## config.mk

```make
export PLATFORM = sky130hd
export DESIGN_NAME = i2c_arbiter
export DESIGN_NICKNAME = d
export VERILOG_FILES = /design/src/rtl/i2c_arb_pkg.sv /design/src/rtl/i2c_arbiter_rr.sv /design/src/rtl/i2c_arbiter.sv
export SDC_FILE = /design/constraint.sdc
export NUM_CORES = 1
export LEC_CHECK = 0
export CORE_ASPECT_RATIO = 1.1
export CORE_MARGIN = 2
export CORE_UTILIZATION = 45
export CTS_BUF_LIST = sky130_fd_sc_hd__clkbuf_4
export DETAILED_ROUTE_END_ITERATION = 10
export PLACE_DENSITY_LB_ADDON = 0.12
export SLEW_MARGIN = 20
export SYNTH_ARGS = -nofsm -noshare
export SYNTH_HDL_FRONTEND = slang
export SYNTH_SLANG_ARGS = --single-unit
```

## constraint.sdc

```tcl
create_clock -name clk -period 6.46 [get_ports clk]
set_clock_uncertainty 0.2 [all_clocks]
set_input_delay 1.292 -clock clk [delete_from_list [all_inputs] [get_ports clk]]
set_output_delay 1.292 -clock clk [all_outputs]
set_load 0.01 [all_outputs]
```

## src/rtl/i2c_arb_pkg.sv

```systemverilog
// rtl/i2c_arb_pkg.sv - shared types and constants for the I2C request arbiter
package i2c_arb_pkg;

  // Command field widths handed to the I2C driver
  localparam int ADDR_W = 10;
  localparam int DATA_W = 8;

  // Default handshake limits
  localparam int DEF_START_WAIT  = 8;
  localparam int DEF_TIMEOUT_CYC = 4096;

  typedef enum logic [2:0] {
    ST_IDLE      = 3'd0,
    ST_LAUNCH    = 3'd1,
    ST_WAIT_ACT  = 3'd2,
    ST_WAIT_DONE = 3'd3,
    ST_RESP      = 3'd4
  } arb_state_t;

endpackage

```

## src/rtl/i2c_arbiter_rr.sv

```systemverilog
// rtl/i2c_arbiter_rr.sv - round-robin selector: first request above the last grant wins
module rr_arbiter #(
  parameter int NUM_REQ = 4,
  parameter int IDX_W   = 2
) (
  input  logic [NUM_REQ-1:0] i_req,
  input  logic [IDX_W-1:0]   i_last,
  output logic [NUM_REQ-1:0] o_grant,
  output logic [IDX_W-1:0]   o_idx,
  output logic               o_any
);

  logic [IDX_W-1:0] w_cand;

  // Scan from farthest to nearest so the closest request after i_last overrides
  always_comb begin
    o_grant = '0;
    o_idx   = '0;
    o_any   = 1'b0;
    w_cand  = '0;
    for (int k = NUM_REQ; k >= 1; k--) begin
      w_cand = IDX_W'((int'(i_last) + k) % NUM_REQ);
      if (i_req[w_cand]) begin
        o_grant         = '0;
        o_grant[w_cand] = 1'b1;
        o_idx           = w_cand;
        o_any           = 1'b1;
      end
    end
  end

endmodule

```

## src/rtl/i2c_arbiter.sv

```systemverilog
// rtl/i2c_arbiter.sv - multi-requester front end for one I2C driver; I2C_ARB_TIMEOUT_EN adds a WAIT_DONE watchdog
module i2c_arbiter
  import i2c_arb_pkg::*;
#(
  parameter int NUM_REQ     = 4,
  parameter int START_WAIT  = DEF_START_WAIT,
  parameter int TIMEOUT_CYC = DEF_TIMEOUT_CYC
) (
  input  logic                      clk,
  input  logic                      rst,
  input  logic [NUM_REQ-1:0]        req_valid,
  input  logic [NUM_REQ-1:0]        req_rw,
  input  logic [NUM_REQ*ADDR_W-1:0] req_addr,
  input  logic [NUM_REQ*DATA_W-1:0] req_wdata,
  output logic [NUM_REQ-1:0]        req_ack,
  output logic [NUM_REQ-1:0]        rsp_valid,
  output logic [DATA_W-1:0]         rsp_rdata,
  output logic                      rsp_err,
  output logic                      drv_start,
  output logic                      drv_rw,
  output logic [ADDR_W-1:0]         drv_addr,
  output logic [DATA_W-1:0]         drv_wdata,
  input  logic                      drv_busy,
  input  logic [DATA_W-1:0]         drv_rdata,
  output logic                      arb_busy
);

  localparam int IDX_W = (NUM_REQ > 1) ? $clog2(NUM_REQ) : 1;
  localparam int SW_W  = $clog2(START_WAIT + 1);
  localparam logic [SW_W-1:0]  SW_LAST   = SW_W'(START_WAIT - 1);
  localparam logic [IDX_W-1:0] LAST_INIT = IDX_W'(NUM_REQ - 1);

  if (NUM_REQ < 2 || NUM_REQ > 8 || START_WAIT < 1 || TIMEOUT_CYC < 1) begin : g_param_check
    $error("i2c_arbiter: parameter out of range");
  end

  arb_state_t          r_state;
  logic [IDX_W-1:0]    r_last;
  logic [NUM_REQ-1:0]  r_owner;
  logic [NUM_REQ-1:0]  r_req_ack;
  logic [NUM_REQ-1:0]  r_rsp_valid;
  logic [DATA_W-1:0]   r_rsp_rdata;
  logic                r_rsp_err;
  logic                r_drv_start;
  logic                r_drv_rw;
  logic [ADDR_W-1:0]   r_drv_addr;
  logic [DATA_W-1:0]   r_drv_wdata;
  logic                r_arb_busy;
  logic [SW_W-1:0]     r_wait_cnt;

  logic [NUM_REQ-1:0]  w_grant;
  logic [IDX_W-1:0]    w_gidx;
  logic                w_any;

`ifdef I2C_ARB_TIMEOUT_EN
  localparam int TO_W = $clog2(TIMEOUT_CYC + 1);
  localparam logic [TO_W-1:0] TO_LAST = TO_W'(TIMEOUT_CYC - 1);
  logic [TO_W-1:0]     r_to_cnt;
`endif

  rr_arbiter #(
    .NUM_REQ (NUM_REQ),
    .IDX_W   (IDX_W)
  ) u_rr (
    .i_req   (req_valid),
    .i_last  (r_last),
    .o_grant (w_grant),
    .o_idx   (w_gidx),
    .o_any   (w_any)
  );

  // Transaction sequencer; every output is a register so pulses are glitch-free
  always_ff @(posedge clk) begin
    if (rst) begin
      r_state     <= ST_IDLE;
      r_last      <= LAST_INIT;
      r_owner     <= '0;
      r_req_ack   <= '0;
      r_rsp_valid <= '0;
      r_rsp_rdata <= '0;
      r_rsp_err   <= 1'b0;
      r_drv_start <= 1'b0;
      r_drv_rw    <= 1'b0;
      r_drv_addr  <= '0;
      r_drv_wdata <= '0;
      r_arb_busy  <= 1'b0;
      r_wait_cnt  <= '0;
`ifdef I2C_ARB_TIMEOUT_EN
      r_to_cnt    <= '0;
`endif
    end else begin
      r_req_ack   <= '0;
      r_rsp_valid <= '0;
      r_drv_start <= 1'b0;
      case (r_state)
        ST_IDLE: begin
          // A driver still busy from elsewhere blocks any new grant
          if (w_any && !drv_busy) begin
            r_req_ack   <= w_grant;
            r_owner     <= w_grant;
            r_last      <= w_gidx;
            r_drv_rw    <= req_rw[w_gidx];
            r_drv_addr  <= req_addr[w_gidx*ADDR_W +: ADDR_W];
            r_drv_wdata <= req_wdata[w_gidx*DATA_W +: DATA_W];
            r_arb_busy  <= 1'b1;
            r_state     <= ST_LAUNCH;
          end
        end
        ST_LAUNCH: begin
          r_drv_start <= 1'b1;
          r_wait_cnt  <= '0;
          r_state     <= ST_WAIT_ACT;
        end
        ST_WAIT_ACT: begin
          if (drv_busy) begin
`ifdef I2C_ARB_TIMEOUT_EN
            r_to_cnt <= '0;
`endif
            r_state  <= ST_WAIT_DONE;
          end else if (r_wait_cnt == SW_LAST) begin
            r_rsp_valid <= r_owner;
            r_rsp_err   <= 1'b1;
            r_rsp_rdata <= '0;
            r_state     <= ST_RESP;
          end else begin
            r_wait_cnt <= r_wait_cnt + 1'b1;
          end
        end
        ST_WAIT_DONE: begin
          if (!drv_busy) begin
            r_rsp_valid <= r_owner;
            r_rsp_err   <= 1'b0;
            r_rsp_rdata <= drv_rdata;
            r_state     <= ST_RESP;
          end
`ifdef I2C_ARB_TIMEOUT_EN
          else if (r_to_cnt == TO_LAST) begin
            r_rsp_valid <= r_owner;
            r_rsp_err   <= 1'b1;
            r_rsp_rdata <= '0;
            r_state     <= ST_RESP;
          end else begin
            r_to_cnt <= r_to_cnt + 1'b1;
          end
`endif
        end
        ST_RESP: begin
          r_arb_busy <= 1'b0;
          r_state    <= ST_IDLE;
        end
        default: begin
          r_arb_busy <= 1'b0;
          r_state    <= ST_IDLE;
        end
      endcase
    end
  end

  assign req_ack   = r_req_ack;
  assign rsp_valid = r_rsp_valid;
  assign rsp_rdata = r_rsp_rdata;
  assign rsp_err   = r_rsp_err;
  assign drv_start = r_drv_start;
  assign drv_rw    = r_drv_rw;
  assign drv_addr  = r_drv_addr;
  assign drv_wdata = r_drv_wdata;
  assign arb_busy  = r_arb_busy;

endmodule

```

# Word-level counts from Yosys, hierarchy flattened
# Index checks and enable logic that the tools add are counted.
[word_totals] ff_bits=51 word_cells=112
[op_classes] magnitude_cmp=9 reduce_logical=16 n_mux=53 bitwise_logic=3 mul=1 n_shift=2 eq_ne=10 add_sub_neg=5
[ops] operator="$shiftx 40x7->10" n=1
[ops] operator="$mux 4" n=9
[ops] operator="$shiftx 32x6->8" n=1
[ops] operator="$mux 8" n=3
[ops] operator="$mux 1" n=18
[ops] operator="$pmux 4 s2" n=2
[ops] operator="$pmux 8 s2" n=1
[ops] operator="$lt 2x3->1 const B" n=5
[ops] operator="$mux 3" n=4
[ops] operator="$pmux 3 s4" n=1
[ops] operator="$bmux 1 s2" n=5
[ops] operator="$ne 2x2->1 const B" n=5
[ops] operator="$demux 1 s2" n=4
[ops] operator="$ge 2x1->1 const B" n=4
[ops] operator="$mux 2" n=4
[ops] operator="$eq 3x2->1 const B" n=2
[ops] operator="$reduce_and 3->1" n=2
[ops] operator="$reduce_or 3->1" n=2
[ops] operator="$logic_and 1x1->1" n=5
[ops] operator="$mul 2x3->5 const B" n=1
[ops] operator="$add 2x1->2 const B" n=2
[ops] operator="$add 2x2->2 const B" n=2
[ops] operator="$add 4x1->4 const B" n=1
[ops] operator="$eq 4x3->1 const B" n=1
[ops] operator="9 further kinds" n=14

# Depth between registers and ports, before layout
# Gate-level depths: netlist of run 1.
[depth] depth_word=10 ltp_mapped=13 ltp_nobuf=8

# Modules after synthesis
# Synthesis of run 1 repeated with hierarchy kept, for this count alone.
[hier_totals] cells_unflattened=293 hier_area_um2=2932.8
[by_module_without_submodules] mod="i2c_arbiter" n_inst=1 seq_area_each_um2=1021.0 area_per_inst_um2=2401.1 cells_per_inst=224
[by_module_without_submodules] mod="rr_arbiter" n_inst=1 seq_area_each_um2=0.0 area_per_inst_um2=531.8 cells_per_inst=69

# Worst setup path before layout of run 1
# Ideal clock, no wire load.
[synth_timing] path_kind="input port to flip-flop" from="input port req_valid[0]" to="register r_drv_addr[7], in the netlist drv_addr[7]" slack_ps=2941 t_required_ps=6138 path_buffers=2 arrival_ps=3197 path_stages=7 setup_ps=122 path_cell_list="buf_2 > mux4_2 > a211o_1 > nand2_4 > buf_6 > mux2_4 > a221o_1"
[synth_via] elab_chain_len=8
[synth_rtl] item="start: declaration" line="i2c_arbiter.sv:11" source="input logic [NUM_REQ-1:0] req_valid,"
[synth_rtl] item="$bmux 1 s2" line="i2c_arbiter_rr.sv:23" source="if (i_req[w_cand]) begin"
[synth_rtl] item="$mux 1 (implied by the code)" line="i2c_arbiter_rr.sv:23"
[synth_rtl] item="$mux 2 or $mux 1 (tied branches) (4 in a row)" line="i2c_arbiter_rr.sv:23"
[synth_rtl] item="$mul 2x3->5 or $logic_and 1x1->1 (tied branches)" line="i2c_arbiter.sv:103, i2c_arbiter.sv:98"
[synth_rtl] item="$shiftx 40x7->10 or $reduce_and 2->1 (tied branches)"
[synth_rtl] item="end signal: assignment" line="i2c_arbiter.sv:103" source="r_drv_addr <= req_addr[w_gidx*ADDR_W +: ADDR_W];"
[synth_rtl] item="end: declaration" line="i2c_arbiter.sv:46" source="logic [ADDR_W-1:0] r_drv_addr;"
# Several ways; a longest one is shown, not always the timed one. The select of a mux whose other input is x is not followed.
# A chain may end at the register's enable or synchronous reset.

# Worst setup path in the final report of run 1
[layout_timing] from="register r_last[0]" to="register r_drv_addr[3], in the netlist drv_addr[3]"
[layout_via] elab_chain_len=9
[layout_rtl] item="start: declaration" line="i2c_arbiter.sv:38" source="logic [IDX_W-1:0] r_last;"
[layout_rtl] item="start signal: assignment" line="i2c_arbiter.sv:101" source="r_last <= w_gidx;"
[layout_rtl] item="$add 2x1->2" line="i2c_arbiter_rr.sv:22" source="w_cand = IDX_W'((int'(i_last) + k) % NUM_REQ);"
[layout_rtl] item="$bmux 1 s2" line="i2c_arbiter_rr.sv:23"
[layout_rtl] item="$mux 1 (implied by the code)" line="i2c_arbiter_rr.sv:23"
[layout_rtl] item="$mux 2 or $mux 1 (tied branches) (4 in a row)" line="i2c_arbiter_rr.sv:23"
[layout_rtl] item="$mul 2x3->5 or $logic_and 1x1->1 (tied branches)" line="i2c_arbiter.sv:103, i2c_arbiter.sv:98"
[layout_rtl] item="$shiftx 40x7->10 or $reduce_and 2->1 (tied branches)"
# Several ways; a longest one is shown, not always the timed one. The select of a mux whose other input is x is not followed.

==> Implementation_results.wiki, run 1 <==
{| class="wikitable"
! Metric !! Value
|-
| Status || complete, no violations
|-
| Sequential-to-total area share from yosys stat || 35.7%
|-
| Slew at the pin closest to its max-slew limit || 1.05 ns
|-
| R2R setup slack || 1.85 ns
|-
| Ratio of cells with drive above 1 in the final layout || 8.37%
|-
| Critical path's most frequent cell || sky130_fd_sc_hd__mux2i_1
|-
| Async SR Flop Fraction || 0%
|-
| Unrepaired setup endpoints after global routing || false
|-
| Critical path launch point type || register
|-
| Synthesis-to-layout area growth || 46.7%
|-
| Number of global-route vias before repair || 2,708
|-
| Most common cell in the netlist || sky130_fd_sc_hd__dfxtp_1
|-
| Depth of the worst hold-timing path || 2
|-
| Reg2reg end || drv_addr[3]
|-
| Mean area per synthesized cell || 8.55 um^2
|-
| Setup-violating endpoint count in the final report || 0
|-
| Count of cells along the worst register-to-register path || 8
|-
| CP top delay family || multiplexers
|-
| Total iterations of the first detailed-routing run || 4
|-
| Max IR drop VDD || 0.127 mV
|-
| Yosys warns || 0
|-
| Power density over the cells || 223 nW/um^2
|-
| Arrival @ worst endpoint || 4.68 ns
|-
| Cell types with the highest counts after synthesis || sky130_fd_sc_hd__dfxtp_1, sky130_fd_sc_hd__nor2_1, sky130_fd_sc_hd__nand2_1, sky130_fd_sc_hd__a21oi_1
|-
| Clock tree from TritonCTS || done
|-
| Clock-pin slew of the registers on the worst-case setup and hold paths || 0.14 ns
|-
| Slowest Stage Delay on Critical Path || 0.83 ns
|-
| DRC marker count from the first detailed-route iteration || 152
|-
| H-tree level count || 2
|-
| Final-report max-slew violation count || 0
|-
| Initial cell density of the core || 46.4%
|-
| Detail-routed net length per standard cell || 15.6 um
|-
| Max Freq || 217 MHz
|-
| Via density || 5.66
|-
| Mapped cell area || 2860 um^2
|-
| Global-route wire length before repair || 12.7 mm
|-
| Via count || 2,955
|-
| Number of standard-cell rows in the floorplan || 30
|-
| Number of clock buffers inserted by TritonCTS || 5
|-
| Highest-delay cell along the critical path || sky130_fd_sc_hd__dfxtp_1
|-
| Placer's final routability congestion estimate || 0.829
|-
| Buffer count from post-CTS setup fixing || 0
|-
| Total clock sinks || 51
|-
| Summed negative setup slack over all endpoints || 0 ns
|-
| # resized after CTS || 0
|-
| Maximum fanout encountered on the critical timing path || 28
|-
| Final nets || 542
|-
| Synth Register Bits || 51
|-
| Buffer cell driving the clock tree root || sky130_fd_sc_hd__clkbuf_4
|-
| Routed met3 length || 520 um
|-
| Final cell utilization of the core || 68.1%
|-
| Setup Slack @ Placement || 1.61 ns
|-
| Remaining routing DRC violations || 0
|-
| Die extent in x || 80.0 um
|-
| Area of the die || 7000 um^2
|-
| Post-Syn Instances || 334
|-
| Kind of path behind the tightest hold check || register to register
|-
| Count of buffering cells on the critical path with inverters included || 1
|-
| GRT Total Usage || 22.7%
|-
| Dominant cells by area after synthesis || sky130_fd_sc_hd__dfxtp_1, sky130_fd_sc_hd__a21oi_1, sky130_fd_sc_hd__nor2_1
|-
| Synth area leader || sky130_fd_sc_hd__dfxtp_1
|-
| Number of enable-type register cells in the synthesized netlist || 0
|-
| Prevailing post-synth register cell || sky130_fd_sc_hd__dfxtp_1
|-
| Overflow left after global routing || 0
|-
| Met2 wire length || 4.11 mm
|-
| Netlist cell types || 46
|-
| Fraction of synthesized cell area taken by the top area cell type || 35.7%
|-
| Overall Power || 934 uW
|-
| Height of the die || 87.6 um
|-
| Placeable core region || 6160 um^2
|-
| Sum of net half-perimeters after detailed placement || 5.98 mm
|-
| Hold Crit Endpoint || drv_addr[9]
|-
| Worst Slack Setup Final || 1.85 ns
|-
| Critical path, cell by cell || inv_1 -> ha_1 -> mux2i_1 -> mux2i_1 -> a211o_1 -> nand2_4 -> mux2_2 -> a221o_1
|-
| Clock latency on the worst-skew pair || 0.37 ns
|-
| Maximum number of pins on one net before global-route repair || 29
|-
| Post-Route M1 WL || 3.33 mm
|-
| Number of antenna violations at the first check in global routing || 0
|-
| Endpoint kind of the worst setup timing path || register
|-
| Net Count, Synth || 434
|-
| Port Buffers || 128
|-
| Routed WL || 8.15 mm
|-
| Residual antenna-violating net count after detailed routing || 0
|-
| Fin crit period || 4.61 ns
|-
| Fill cell total of the finished layout || 551
|-
| CP required || 6.53 ns
|-
| Highest routed layer || met4
|-
| Category of the most critical setup path || register to register
|-
| Worst Hold Launch || drv_addr[9]
|-
| Quantity of hold-fixing buffers added after cts || 0
|-
| RR Startpoint || r_last[0]
|-
| Max transition margin || 29.9%
|-
| Maximum root-to-sink buffer count || 2
|-
| Io pins || 129
|-
| Count of inserted antenna diode cells || 0
|-
| Ratio of final minimum period to clock period || 71.4%
|-
| Final Hold Fails || 0
|-
| # Max-Cap Violations || 0
|-
| Cell leakage power || 0.00157 uW
|}
==> worst max-delay path by stage <==
stage / from / to / slack (ns) / depth (start not counted)
final: r_last[0] / drv_addr[3] / 1.85 / 8
after global routing: r_last[0] / drv_addr[3] / 1.44 / 8
after CTS: r_last[0] / drv_addr[3] / 1.87 / 8
after detailed placement: req_valid[0] / drv_addr[7] / 1.61 / 7
after global placement: req_valid[0] / drv_addr[7] / 1.80 / 7
after floorplan: req_valid[0] / drv_addr[7] / 2.94 / 7
==> flip-flops by register name, indices dropped and copies added, names as in the netlist <==
| signal | count |
|---|---|
| drv_rw | 1 |
| drv_start | 1 |
| r_owner | 4 |
| r_state | 3 |
| req_ack | 4 |
| rsp_err | 1 |
| r_wait_cnt | 4 |
| rsp_valid | 4 |
| r_last | 2 |
| arb_busy | 1 |
| drv_wdata | 8 |
| rsp_rdata | 8 |
| drv_addr | 10 |
==> report_power, final <==
group	total [uW]	internal [uW]	switching [uW]
combinational	382	197	185
sequential	371	345	25.9
clock	181	79.5	101
total	934	622	312
==> final cells by class <==
cell class	instances	area, um^2	share of cell area, %
timing repair buffer	131	1300	31.1
sequential	51	1020	24.4
clock inverter	2	37.5	0.896
clock buffer	5	37.5	0.896
inverter	4	15.0	0.358
multi-input combinational	249	1680	40.0
tap	80	100	2.39
==> layer usage <==
layer | vias to the layer above | GRT usage, %
met5 | - | 0
met4 | 0 | 7.09
met3 | 16 | 5.46
met2 | 101 | 39.5
met1 | 1382 | 27.7
li1 | 1456 | -
==> kinds of logic (layout without fill, tap and decap cells) <==
kind of cell / count (synthesis) / in the layout / share of synthesized area [%]
buffers and inverters: 34 / 142 / 5.56
multiplexers: 22 / 22 / 9.37
AND/OR/NAND/NOR: 103 / 103 / 16.6
adder cells (fa/ha/maj): 9 / 9 / 3.94
flip-flops: 51 / 51 / 35.7
AO/OA/AOI/OAI: 115 / 115 / 28.8
==> worst reg2reg max path, stage by stage, from the launching register on <==
cell and delay [ns]:
sky130_fd_sc_hd__dfxtp_1 0.83, sky130_fd_sc_hd__inv_1 0.34, sky130_fd_sc_hd__ha_1 0.47, sky130_fd_sc_hd__mux2i_1 0.19
sky130_fd_sc_hd__mux2i_1 0.71, sky130_fd_sc_hd__a211o_1 0.67, sky130_fd_sc_hd__nand2_4 0.39, sky130_fd_sc_hd__mux2_2 0.40
sky130_fd_sc_hd__a221o_1 0.32
==> placed cells by master (no fill, tap or decap), drive strengths merged, types with 9 or more instances in the layout <==
cell type | netlist | routed
ha | 9 | 9
a211oi | 12 | 12
dfxtp | 51 | 51
nand2 | 32 | 32
clkdlybuf4s50 | 0 | 128
nand3 | 13 | 13
nor2 | 37 | 37
a22oi | 12 | 12
o21ai | 16 | 16
a221o | 12 | 12
a21oi | 29 | 29
mux2 | 12 | 12
==> stage by stage <==
step / hold slack, ns / area [um^2] / std cells
finish: 0.264 / 4190 / 522
global route: 0.276 / 4190 / 522
detailed placement: 0.244 / 4120 / 515
CTS: 0.267 / 4190 / 522
floorplan: 0.231 / 2860 / 334
global placement: 0.235 / 4120 / 515
Note: power is estimated with default switching activity, not from simulation.
==> inputs of run 2 (changes only) <==
--- a/config.mk
+++ b/config.mk
@@ -7,7 +7,7 @@
 export LEC_CHECK = 0
 export CORE_ASPECT_RATIO = 1.1
 export CORE_MARGIN = 2
-export CORE_UTILIZATION = 45
+export CORE_UTILIZATION = 39
 export CTS_BUF_LIST = sky130_fd_sc_hd__clkbuf_4
 export DETAILED_ROUTE_END_ITERATION = 10
 export PLACE_DENSITY_LB_ADDON = 0.12
==> constraint.sdc (replaced) <==
create_clock -name clk -period 3.9 [get_ports clk]
set_clock_uncertainty 0.2 [all_clocks]
set_input_delay 0.78 -clock clk [delete_from_list [all_inputs] [get_ports clk]]
set_output_delay 0.78 -clock clk [all_outputs]
set_load 0.01 [all_outputs]
==> run 2 against run 1 <==
Sequential share of layout area decreased by 0.37 points. Core utilization decreased by 7.7 points. Setup slack got worse by 1.2 ns. Combinational power increased by 76%. Register-to-register slack got worse by 1.2 ns. Largest cell class unchanged. Critical path type is now primary input to register. Clock power increased by 47%. Cell count increased by 2.9%.
==> Implementation_results.wiki, run 2 (same netlist as run 1, synthesis figures left out) <==
{| class="wikitable"
! Metric !! Value
|-
| Clock-pin slew of the registers on the worst-case setup and hold paths || 0.16 ns
|-
| DRC marker count from the first detailed-route iteration || 167
|-
| Total iterations of the first detailed-routing run || 4
|-
| Net switching power || 546 uW
|-
| Overall Power || 1540 uW
|-
| CP required || 3.98 ns
|-
| Setup Slack @ Placement || 0.205 ns
|-
| Synthesis-to-layout area growth || 49.0%
|-
| Number of standard-cell rows in the floorplan || 32
|-
| Overflow left after global routing || 0
|-
| Sequential cell fraction of total power || 39.0%
|-
| Sum of net half-perimeters after detailed placement || 6.16 mm
|-
| Status || complete, no violations
|-
| Io pins || 129
|-
| Setup-violating endpoint count in the final report || 0
|-
| Critical path launch point type || primary input
|-
| Slew at the pin closest to its max-slew limit || 0.737 ns
|-
| Residual antenna-violating net count after detailed routing || 0
|-
| Layout Cells excl Fill || 537
|-
| Die extent in x || 85.6 um
|-
| Power density over the cells || 361 nW/um^2
|-
| Via count || 2,972
|-
| Internal power || 993 uW
|-
| Clk pwr share || 17.3%
|-
| Ratio of final minimum period to clock period || 84.4%
|-
| Maximum number of pins on one net before global-route repair || 29
|-
| Arrival @ worst endpoint || 3.38 ns
|-
| Total placed cells including tap cells || 529
|-
| Maximum root-to-sink buffer count || 2
|-
| Via density || 5.53
|-
| Remaining routing DRC violations || 0
|-
| Largest register FFs || 10
|-
| Global-route wire length before repair || 13.3 mm
|-
| Max IR drop VDD || 0.197 mV
|-
| Unrepaired setup endpoints after global routing || false
|-
| Summed negative setup slack over all endpoints || 0 ns
|-
| Number of global-route vias before repair || 2,835
|-
| Clock latency on the worst-skew pair || 0.38 ns
|-
| Cell leakage power || 0.00161 uW
|-
| GRT Total Usage || 20.6%
|-
| Most common library cell in the layout ignoring fill and taps || sky130_fd_sc_hd__clkdlybuf4s50_1
|-
| Clock tree from TritonCTS || done
|-
| Area of the die || 8030 um^2
|-
| Maximum fanout encountered on the critical timing path || 28
|-
| Fill cell total of the finished layout || 629
|-
| Kind of path behind the tightest hold check || register to register
|-
| Max transition margin || 50.9%
|-
| Ratio of cells with drive above 1 in the final layout || 10.4%
|-
| Hold_ws || 0.268 ns
|-
| Buffer cell driving the clock tree root || sky130_fd_sc_hd__clkbuf_4
|-
| H-tree level count || 2
|-
| Fin crit period || 3.29 ns
|-
| Combinational fraction of design power || 43.7%
|-
| Worst Slack Setup Final || 0.607 ns
|-
| Height of the die || 93.8 um
|-
| Port Buffers || 128
|-
| Count of inserted antenna diode cells || 0
|-
| Initial cell density of the core || 40.5%
|-
| Quantity of hold-fixing buffers added after cts || 0
|-
| Number of antenna violations at the first check in global routing || 0
|-
| Routed WL || 8.28 mm
|-
| Buffer count from post-CTS setup fixing || 0
|-
| Max Freq || 304 MHz
|-
| Final nets || 551
|-
| Placeable core region || 7050 um^2
|-
| Number of clock buffers inserted by TritonCTS || 5
|-
| Most frequent cells in the layout || sky130_fd_sc_hd__clkdlybuf4s50_1, sky130_fd_sc_hd__dfxtp_1, sky130_fd_sc_hd__nor2_1, sky130_fd_sc_hd__nand2_1, sky130_fd_sc_hd__a21oi_1
|-
| Detail-routed net length per standard cell || 15.4 um
|-
| # Max-Cap Violations || 0
|-
| Endpoint kind of the worst setup timing path || register
|-
| Net switching share of the total power || 35.5%
|-
| # resized after CTS || 0
|-
| Category of the most critical setup path || primary input to register
|-
| Total clock sinks || 51
|-
| Placer's final routability congestion estimate || 0.833
|-
| Final Hold Fails || 0
|-
| Final-report max-slew violation count || 0
|}
==> run 2: changes by cell type in the layout (fill, tap and decap cells not counted), sizes merged <==
cell | previous run | this run
buf | 3 | 12
bufinv | 1 | 0
clkinv | 0 | 2
clkinvlp | 1 | 0
inv | 4 | 5
==> run 2: final timing paths <==
kind	startpoint	end	slack, ns	depth (start not counted)
worst max register to register	r_last[1]	drv_wdata[6]	0.64	8
worst max-delay path	req_valid[1]	drv_wdata[6]	0.61	6
worst min-delay path	drv_addr[5]	drv_addr[5]	0.27	2
worst min register to register	drv_addr[5]	drv_addr[5]	0.27	2
==> run 2: critical path: stages <==
cell,delay [ns]
sky130_fd_sc_hd__clkdlybuf4s50_1,0.56
sky130_fd_sc_hd__mux4_2,0.64
sky130_fd_sc_hd__a211o_1,0.38
sky130_fd_sc_hd__nand2_4,0.30
sky130_fd_sc_hd__mux2_2,0.38
sky130_fd_sc_hd__a221o_1,0.32
==> run 2: cell type report <==
class                   instances  area [um^2]  share of cell area [%]
multi-input cells             249         1680                    39.4
repair buffers                140         1370                    32.2
flip-flops and latches         51         1020                    24.0
well taps                      85          106                    2.50
clock buffers                   5         37.5                   0.882
clock inverters                 3         28.8                   0.676
inverters                       4         15.0                   0.353
==> run 2: stage by stage <==
stage	area, um^2	util [%]
floorplan	2860	-
global placement	4190	59.5
detailed placement	4190	59.5
CTS	4260	60.4
global route	4260	60.4
finish	4260	60.4
==> run 2: metal layers <==
metal | wire length, um | global-route usage (%) | vias to the layer above | share of wire, %
li1 | - | - | 1472 | -
met1 | 3390 | 23.7 | 1384 | 41
met2 | 4150 | 37.0 | 109 | 50
met3 | 644 | 6.24 | 7 | 7.8
met4 | 98 | 4.89 | 0 | 1.2
met5 | 0 | 0 | - | 0
==> run 2: power groups by stage <==
stage	Clock, uW	Sequential (uW)	Combinational (uW)
after global routing	296	607	728
after detailed placement	0	611	671
after global placement	0	611	656
final	266	600	672
after CTS	273	600	673
after floorplan	0	627	401
